<file path="config.mk">
export PLATFORM = sky130hd
export DESIGN_NAME = dram_cmd_sequencer
export DESIGN_NICKNAME = d
export VERILOG_FILES = /design/src/rtl/dram_cmd_sequencer.sv
export SDC_FILE = /design/constraint.sdc
export NUM_CORES = 1
export LEC_CHECK = 0
export ABC_CLOCK_PERIOD_IN_PS = 3000
export CORE_ASPECT_RATIO = 2
export CORE_UTILIZATION = 40
export CTS_CLUSTER_SIZE = 12
export DETAILED_ROUTE_END_ITERATION = 6
export GPL_TIMING_DRIVEN = 0
export PLACE_DENSITY = 0.68
export SETUP_SLACK_MARGIN = 0.4
export SLEW_MARGIN = 15
export SYNTH_ARGS = -nofsm -noshare
export SYNTH_HDL_FRONTEND = slang
export SYNTH_SLANG_ARGS = --single-unit
export TNS_END_PERCENT = 5
</file>
<file path="constraint.sdc">
create_clock -name CLK -period 3 [get_ports CLK]
set_input_delay 0.3 -clock CLK [delete_from_list [all_inputs] [get_ports CLK]]
set_output_delay 0.3 -clock CLK [all_outputs]
set_load 0.05 [all_outputs]
</file>
<file path="src/rtl/dram_cmd_sequencer.sv">
// Single-bank DRAM command sequencer: one request at a time, ACT/RD/WR/PRE/REF paced by timing done flags.
// Build option DRAM_OPEN_PAGE_EN selects the open-page policy; left undefined the sequencer is closed-page.
module dram_cmd_sequencer #(
  parameter int ROW_W = 16,
  parameter int COL_W = 10
) (
  input  logic             CLK,
  input  logic             nRST,
  input  logic             req_valid,
  output logic             req_ready,
  input  logic             req_write,
  input  logic [ROW_W-1:0] req_row,
  input  logic [COL_W-1:0] req_col,
  input  logic             tACT_done,
  input  logic             tRD_done,
  input  logic             tWR_done,
  input  logic             tPRE_done,
  input  logic             tREF_done,
  input  logic             rf_req,
  output logic [2:0]       cmd,
  output logic [ROW_W-1:0] cmd_row,
  output logic [COL_W-1:0] cmd_col,
  output logic             resp_done,
  output logic             row_open
);

  localparam logic [2:0] CMD_NOP = 3'd0;
  localparam logic [2:0] CMD_ACT = 3'd1;
  localparam logic [2:0] CMD_RD  = 3'd2;
  localparam logic [2:0] CMD_WR  = 3'd3;
  localparam logic [2:0] CMD_PRE = 3'd4;
  localparam logic [2:0] CMD_REF = 3'd5;

  typedef enum logic [3:0] {
    sIdle,
    sAct,
    sActW,
    sRw,
    sRwW,
    sPre,
    sPreW,
    sRef,
    sRefW
  } stateT;

  stateT            stateReg;
  logic             readyReg;
  logic             respReg;
  logic             rowOpenReg;
  logic             pendReg;
  logic             reqWriteReg;
  logic [2:0]       cmdReg;
  logic [ROW_W-1:0] cmdRowReg;
  logic [ROW_W-1:0] reqRowReg;
  logic [COL_W-1:0] cmdColReg;
  logic [COL_W-1:0] reqColReg;
  logic             accessDone;

`ifdef DRAM_OPEN_PAGE_EN
  logic [ROW_W-1:0] openRowReg;
  logic [ROW_W-1:0] rowMatch;
  logic             rowHit;

  // Incoming row compared bit-by-bit against the row left open by the previous access
  for (genvar gi = 0; gi < ROW_W; gi++) begin : g_rowMatch
    assign rowMatch[gi] = ~(req_row[gi] ^ openRowReg[gi]);
  end
  assign rowHit = &rowMatch;
`endif

  assign accessDone = reqWriteReg ? tWR_done : tRD_done;

  // Refresh must win over a request presented in the same idle cycle
  assign req_ready = readyReg & ~rf_req;
  assign cmd       = cmdReg;
  assign cmd_row   = cmdRowReg;
  assign cmd_col   = cmdColReg;
  assign resp_done = respReg;
  assign row_open  = rowOpenReg;

  always_ff @(posedge CLK) begin
    if (!nRST) begin
      stateReg    <= sIdle;
      cmdReg      <= CMD_NOP;
      cmdRowReg   <= '0;
      cmdColReg   <= '0;
      respReg     <= 1'b0;
      rowOpenReg  <= 1'b0;
      readyReg    <= 1'b0;
      pendReg     <= 1'b0;
      reqWriteReg <= 1'b0;
      reqRowReg   <= '0;
      reqColReg   <= '0;
`ifdef DRAM_OPEN_PAGE_EN
      openRowReg  <= '0;
`endif
    end else begin
      cmdReg   <= CMD_NOP;
      respReg  <= 1'b0;
      readyReg <= 1'b0;
      case (stateReg)
        sIdle: begin
          if (rf_req) begin
            if (rowOpenReg) begin
              stateReg   <= sPre;
              cmdReg     <= CMD_PRE;
              rowOpenReg <= 1'b0;
            end else begin
              stateReg <= sRef;
              cmdReg   <= CMD_REF;
            end
          end else if (req_valid && readyReg) begin
            pendReg     <= 1'b1;
            reqWriteReg <= req_write;
            reqRowReg   <= req_row;
            reqColReg   <= req_col;
            if (!rowOpenReg) begin
              stateReg   <= sAct;
              cmdReg     <= CMD_ACT;
              cmdRowReg  <= req_row;
              rowOpenReg <= 1'b1;
`ifdef DRAM_OPEN_PAGE_EN
              openRowReg <= req_row;
`endif
            end
`ifdef DRAM_OPEN_PAGE_EN
            else if (rowHit) begin
              stateReg  <= sRw;
              cmdReg    <= req_write ? CMD_WR : CMD_RD;
              cmdColReg <= req_col;
            end
`endif
            else begin
              // Row miss: close the open row first, the ACT follows from PRE_W
              stateReg   <= sPre;
              cmdReg     <= CMD_PRE;
              rowOpenReg <= 1'b0;
            end
          end else begin
            readyReg <= 1'b1;
          end
        end

        sAct: stateReg <= sActW;

        sActW: begin
          if (tACT_done) begin
            stateReg  <= sRw;
            cmdReg    <= reqWriteReg ? CMD_WR : CMD_RD;
            cmdColReg <= reqColReg;
          end
        end

        sRw: stateReg <= sRwW;

        sRwW: begin
          if (accessDone) begin
            respReg <= 1'b1;
            pendReg <= 1'b0;
`ifdef DRAM_OPEN_PAGE_EN
            if (rf_req) begin
              stateReg   <= sPre;
              cmdReg     <= CMD_PRE;
              rowOpenReg <= 1'b0;
            end else begin
              stateReg <= sIdle;
              readyReg <= 1'b1;
            end
`else
            stateReg   <= sPre;
            cmdReg     <= CMD_PRE;
            rowOpenReg <= 1'b0;
`endif
          end
        end

        sPre: stateReg <= sPreW;

        sPreW: begin
          if (tPRE_done) begin
            if (rf_req) begin
              stateReg <= sRef;
              cmdReg   <= CMD_REF;
            end else if (pendReg) begin
              stateReg   <= sAct;
              cmdReg     <= CMD_ACT;
              cmdRowReg  <= reqRowReg;
              rowOpenReg <= 1'b1;
`ifdef DRAM_OPEN_PAGE_EN
              openRowReg <= reqRowReg;
`endif
            end else begin
              stateReg <= sIdle;
              readyReg <= 1'b1;
            end
          end
        end

        sRef: stateReg <= sRefW;

        sRefW: begin
          if (tREF_done) begin
            if (pendReg) begin
              stateReg   <= sAct;
              cmdReg     <= CMD_ACT;
              cmdRowReg  <= reqRowReg;
              rowOpenReg <= 1'b1;
`ifdef DRAM_OPEN_PAGE_EN
              openRowReg <= reqRowReg;
`endif
            end else begin
              stateReg <= sIdle;
              readyReg <= 1'b1;
            end
          end
        end

        default: stateReg <= sIdle;
      endcase
    end
  end

endmodule

</file>
==> results of run 1 <==
-- synthesized netlist by cell type (all sizes together) (2+ instances only) --
| cell type | number |
|---|---|
| nand2 | 78 |
| and2 | 18 |
| nor3 | 2 |
| o311ai | 3 |
| nand3 | 27 |
| a31oi | 2 |
| buf | 15 |
| nor2b | 2 |
| a21oi | 57 |
| dfxtp | 64 |
| nor4b | 3 |
| nor2 | 6 |
| nand2b | 2 |
| o22ai | 2 |
| nand4bb | 2 |
| inv | 4 |
| mux2i | 4 |
| o21ai | 22 |
| clkbuf | 18 |
| mux2 | 17 |
-- per-layer routing --
layer / wire, um / vias to the layer above
met5: 0 / -
met3: 387 / 25
met4: 272 / 0
met1: 3140 / 1383
li1: - / 1438
met2: 4440 / 86
-- worst max-delay path, delay by kind of cell --
family | cells | cell delay [ps]
buffers and inverters | 3 | 1750
AND/OR/NAND/NOR | 1 | 90
-- worst paths after layout --
path                startpoint           end  slack, ps  cells after the start
setup / recovery        rf_req     req_ready        560                      4
hold / removal    reqRowReg[4]  reqRowReg[4]        450                      2
setup reg to reg   stateReg[2]    cmd_row[7]        790                      6
hold reg to reg   reqRowReg[4]  reqRowReg[4]        450                      2
-- state kept, by name, indices dropped and copies added, names as in the netlist --
signal / cells
cmd_row: 16
reqRowReg: 16
cmd_col: 10
reqColReg: 10
stateReg: 4
cmd: 3
pendReg: 1
readyReg: 1
reqWriteReg: 1
resp_done: 1
row_open: 1
-- area by class of cell --
cell class	instances	area, um^2	area share
timing repair buffer	67	671	0.160
buffer	33	189	0.0452
multi-input combinational	269	1630	0.390
clock buffer	11	243	0.0580
sequential	64	1280	0.306
inverter	4	15.0	0.00359
tap	94	118	0.0281
clock inverter	5	32.5	0.00778
-- per-stage QoR --
stage / total power [mW] / utilization
after detailed placement: 2.50 / 0.518
after global placement: 2.49 / 0.518
final: 3.43 / 0.554
after global routing: 3.58 / 0.554
after floorplan: 2.07 / -
after CTS: 3.46 / 0.554
-- power by group --
part / internal, mW / switching (mW) / leakage, nW / total (mW)
combinational: 0.553 / 0.885 / 0.815 / 1.44
clock: 0.577 / 0.375 / 0.128 / 0.952
sequential: 0.985 / 0.0563 / 0.519 / 1.04
-- logic make-up (layout without fill, tap and decap cells) --
kind of cell | Yosys count | in the layout | synth area share
and+or+nand+nor | 151 | 151 | 0.257
AOI/OAI and AO/OA | 97 | 97 | 0.193
DFF | 64 | 64 | 0.411
buffers and inverters | 37 | 120 | 0.0654
muxes | 21 | 21 | 0.0742
==> key figures, run 1 <==
Outcome
  • Status: completed

Power and ir drop
  • Worst VDD drop: 0.000505 V
  • PwrDens: 821 mW/mm^2
  • Leak Pwr: 1.46 nW

Worst setup path
  • Critical path fanouts, max: 10
  • Slowest stage cell, crit path: clkdlybuf4s50_1
  • Critical path required time: 2700 ps
  • CP Class: in -> out
  • CP most frequent cell: clkdlybuf4s50_1
  • Crit. End Element: primary output
  • Crit start category: primary input
  • Largest stage delay on the critical path: 720 ps
  • Worst EP arrival: 2140 ps
  • Worst path cell trace: clkdlybuf4s50_1, buf_1, nor2b_1, clkdlybuf4s50_1

Route
  • Post-route antenna net violation count: 0
  • Via count: 2932
  • DRC: 0
  • Post-DR wirelength/cell: 15.1 um
  • Initial drt markers: 190
  • Routed vias/inst: 5.36
  • Drt first pass iters: 5
  • Routed wire length: 8.24 mm

Logic synthesis
  • Synth Net Count: 406
  • Mapped Area: 0.00312 mm^2
  • Synth unique cells: 52
  • Flops & latches, synth: 64
  • Syn Inst Count: 370
  • Post-synth ARST share: 0
  • Seq/Total Area, Yosys: 0.411
  • Synth area leaders: dfxtp_1, nand2_1, a21oi_1
  • Synth top area share: 0.411
  • Post-synth EDFFs: 0
  • YS warnings: 0
  • Synth Area per Inst: 8.43 um^2
  • Yosys top cell by area: dfxtp_1
  • Post-synth top flop: dfxtp_1

Floorplanning
  • Initial Utilization: 0.413
  • Die Span X: 64.4 um
  • Die area: 0.00817 mm^2
  • Core Rows: 45
  • Top-Level Pins: 68
  • Chip height: 127 um
  • CORE AREA: 0.00754 mm^2

Final layout
  • Fin area: 0.00418 mm^2
  • Layout cells sized above 1: 0.150
  • NumNets Final: 484
  • Most frequent cells in the layout: nand2_1, clkdlybuf4s50_1, dfxtp_1, a21oi_1, nand3_1
  • Ant. Diodes: 0
  • Area grow syn2layout: 34.1%
  • Most common cell after layout, fill and taps aside: nand2_1
  • Fill cells: 729
  • Finished Layout Cells: 547

Clock tree
  • Clock tree sinks: 64
  • Clock buffer depth: 2
  • Clock slew at reported path FFs: 50 ps
  • TritonCTS Buffers: 9
  • CTS HTree Levels: 3
  • Number of hold buffers added after cts: 0
  • Later-pin clock latency in the skew report: 330 ps
  • CTS tree: built
  • CTS root buf: clkbuf_16
  • CTS resizes: 0
  • Post-CTS Setup Bufs: 0

Place
  • Placed cells: 531
  • Dpl hpwl: 6.08 mm
  • Number of port buffers: 67
  • Worst slack at placement: 556 ps
  • DP Area: 0.00391 mm^2
  • Gpl congestion: 0.883

Timing
  • Period utilization: 0.814
  • Max_slew headroom: 0.467
  • Final Hold Fails: 0
  • Final setup viols: 0
  • Worst setup margin: 558 ps
  • Final hold slack: 452 ps
  • Worst Max-Slew Pin Slew: 789 ps
  • RSZ-0062 raised after global routing: no
  • Crit path time final: 2440 ps
  • Highest clock rate: 409 MHz
  • Fin. max-slew vios: 0
  • Setup Skew: 5.65 ps
  • Setup_tns: 0 ps

Global route
  • Gr busiest metal: met2
  • Routing usage on met2: 0.373
  • GR Overflow Total: 0
  • Initial antenna violation count: 0
  • Largest net degree at the start of global routing: 12
  • GR Util All Layers: 0.213
  • Met3 Use GR: 0.0558
  • Vias in the first global route: 2782
  • Met1 usage: 0.223
  • First-pass GRT wire length: 13.3 mm

Worst hold path
  • Hold crit path type: reg -> reg

Job
  • Max cap viols: 0
Note: power is estimated with default switching activity, not from simulation.
==> run 2, diff against run 1 <==
--- a/config.mk
+++ b/config.mk
@@ -5,13 +5,13 @@
 export SDC_FILE = /design/constraint.sdc
 export NUM_CORES = 1
 export LEC_CHECK = 0
-export ABC_CLOCK_PERIOD_IN_PS = 3000
+export ABC_CLOCK_PERIOD_IN_PS = 2080
 export CORE_ASPECT_RATIO = 2
 export CORE_UTILIZATION = 40
 export CTS_CLUSTER_SIZE = 12
 export DETAILED_ROUTE_END_ITERATION = 6
 export GPL_TIMING_DRIVEN = 0
-export PLACE_DENSITY = 0.68
+export PLACE_DENSITY = 0.7
 export SETUP_SLACK_MARGIN = 0.4
 export SLEW_MARGIN = 15
 export SYNTH_ARGS = -nofsm -noshare
==> constraint.sdc (replaced) <==
create_clock -name CLK -period 2.08 [get_ports CLK]
set_input_delay 0.208 -clock CLK [delete_from_list [all_inputs] [get_ports CLK]]
set_output_delay 0.208 -clock CLK [all_outputs]
set_load 0.05 [all_outputs]
==> run 2 against run 1 <==
Global-route usage is 1.8 points higher. Cell count up 4.8%. Combinational power is 89% higher. Critical endpoint is now reqRowReg[13]. Flip-flop and latch count unchanged.
==> key figures, run 2 (synthesized netlist as in run 1, its figures left out) <==
Outcome
  • Status: completed

Timing
  • Highest clock rate: 523 MHz
  • Max_slew headroom: 0.538 (+0.0712)
  • RSZ-0062 raised after global routing: yes
  • Crit path time final: 1910 ps
  • Final hold slack: 452 ps (+0.777 ps)
  • Final setup viols: 0 (unchanged)
  • Worst Max-Slew Pin Slew: 693 ps (-95.6 ps)
  • Final Hold Fails: 0 (unchanged)
  • Period utilization: 0.920
  • Fin. max-slew vios: 0 (unchanged)
  • Setup Skew: 4.52 ps (-1.13 ps)

Power and ir drop
  • Leak Pwr: 1.72 nW (+18%)
  • Worst VDD drop: 0.000685 V (+36%)
  • PwrDens: 1260 mW/mm^2 (+53%)

Clock tree
  • CTS root buf: clkbuf_16
  • Clock slew at reported path FFs: 50 ps (about the same)
  • TritonCTS Buffers: 9 (unchanged)
  • Clock buffer depth: 2 (unchanged)
  • Clock tree sinks: 64 (unchanged)
  • Later-pin clock latency in the skew report: 330 ps (about the same)
  • Number of hold buffers added after cts: 0 (unchanged)
  • CTS HTree Levels: 3 (unchanged)
  • CTS tree: built

Floorplanning
  • Core Rows: 45 (unchanged)
  • CORE AREA: 0.00754 mm^2 (unchanged)
  • Initial Utilization: 0.413 (unchanged)
  • Die area: 0.00817 mm^2 (unchanged)
  • Die Span X: 64.4 um (unchanged)
  • Top-Level Pins: 68 (unchanged)
  • Chip height: 127 um (unchanged)

Job
  • Max cap viols: 0 (unchanged)

Final layout
  • Layout cells sized above 1: 0.257 (+0.107)
  • Ant. Diodes: 0 (unchanged)
  • NumNets Final: 510 (+5.4%)
  • Most frequent cells in the layout: nand2_1, clkdlybuf4s50_1, dfxtp_1, a21oi_1, nand3_1
  • Final core occ: 0.619 (+0.0645)
  • Area grow syn2layout: 49.7%

Route
  • Initial drt markers: 183 (-3.7%)
  • DRC: 0 (unchanged)
  • Post-DR wirelength/cell: 16.4 um (+9.0%)
  • Drt first pass iters: 4 (-1)
  • Routed vias/inst: 5.39 (+0.54%)
  • Via count: 3088 (+5.3%)
  • Routed wire length: 9.41 mm (+14%)
  • Post-route antenna net violation count: 0 (unchanged)

Worst setup path
  • Worst path cell trace: buf_6, or4_4, or3_4, buf_6, buf_4, nand2_1, a21oi_1
  • Critical path required time: 2270 ps (-430 ps)
  • Critical path fanouts, max: 5 (-5)
  • Slowest stage cell, crit path: or4_4
  • Crit. End Element: register
  • Worst EP arrival: 2100 ps (-40 ps)
  • Crit path buf inv count: 3 (unchanged)
  • CP delay by family, top: simple AND/OR/NAND/NOR gates
  • Largest stage delay on the critical path: 550 ps (-170 ps)
  • Crit start category: register
  • CP most frequent cell: buf_6
  • CP Class: reg -> reg

Global route
  • GR Util All Layers: 0.232 (+0.0183)
  • Vias in the first global route: 3049 (+9.6%)
  • GR Overflow Total: 0 (unchanged)
  • First-pass GRT wire length: 14.3 mm (+7.7%)
  • Largest net degree at the start of global routing: 12 (unchanged)
  • Initial antenna violation count: 0 (unchanged)

Worst hold path
  • Hold crit path type: in -> reg

Place
  • Gpl congestion: 0.902 (+2.1%)
  • Dpl hpwl: 6.27 mm (+3.2%)
  • Number of port buffers: 67 (unchanged)
run 2: final timing paths:
kind,start,to,slack (ps),depth (start not counted)
max,stateReg[2],reqRowReg[13],170,7
min reg2reg,reqRowReg[5],reqRowReg[5],450,2
max reg2reg,stateReg[2],reqRowReg[13],170,7
min,req_col[2],reqColReg[2],450,3
run 2: cell type report:
class,count,area (um^2)
Multi-Input combinational cell,269,1740
Sequential cell,64,1280
Clock buffer,11,243
Tap cell,94,118
Fill cell,659,2880
Inverter,4,15.0
Clock inverter,5,80.1
Buffer,33,255
Timing Repair Buffer,93,931
run 2: routing by layer:
| layer | part of all wire | track usage |
|---|---|---|
| met1 | 0.36 | 0.231 |
| met2 | 0.56 | 0.427 |
| met3 | 0.046 | 0.0396 |
| met4 | 0.035 | 0.144 |
| met5 | 0 | 0 |
run 2: timing repair:
action                     CTS  global route
setup buffers               19             3
pin swaps                    6             9
gates resized for setup     22            40
setup endpoints to repair   68            90
hold endpoints to repair     0             0
cloned                       2             2
run 2: report_power, final:
group          switching, mW  leakage (nW)  internal (mW)
clock                  0.547         0.152           1.08
sequential            0.0919         0.520           1.42
combinational           1.46          1.05           1.27
run 2: worst min-delay path, stage by stage:
cell,delay [ps]
clkdlybuf4s50_1,410
nand2_1,60
a21oi_1,60
run 2: metrics by stage:
stage | std cells | cell area [um^2] | setup WS, ps | total power, mW | setup TNS (ps)
final | 573 | 4670 | 166 | 5.87 | 0
after global routing | 573 | 4670 | 131 | 6.08 | 0
after CTS | 568 | 4520 | 162 | 5.72 | 0
after detailed placement | 531 | 3940 | -236 | 3.66 | -864
after global placement | 531 | 3940 | -254 | 3.64 | -853
after floorplan | 370 | 3150 | 242 | 3.04 | 0
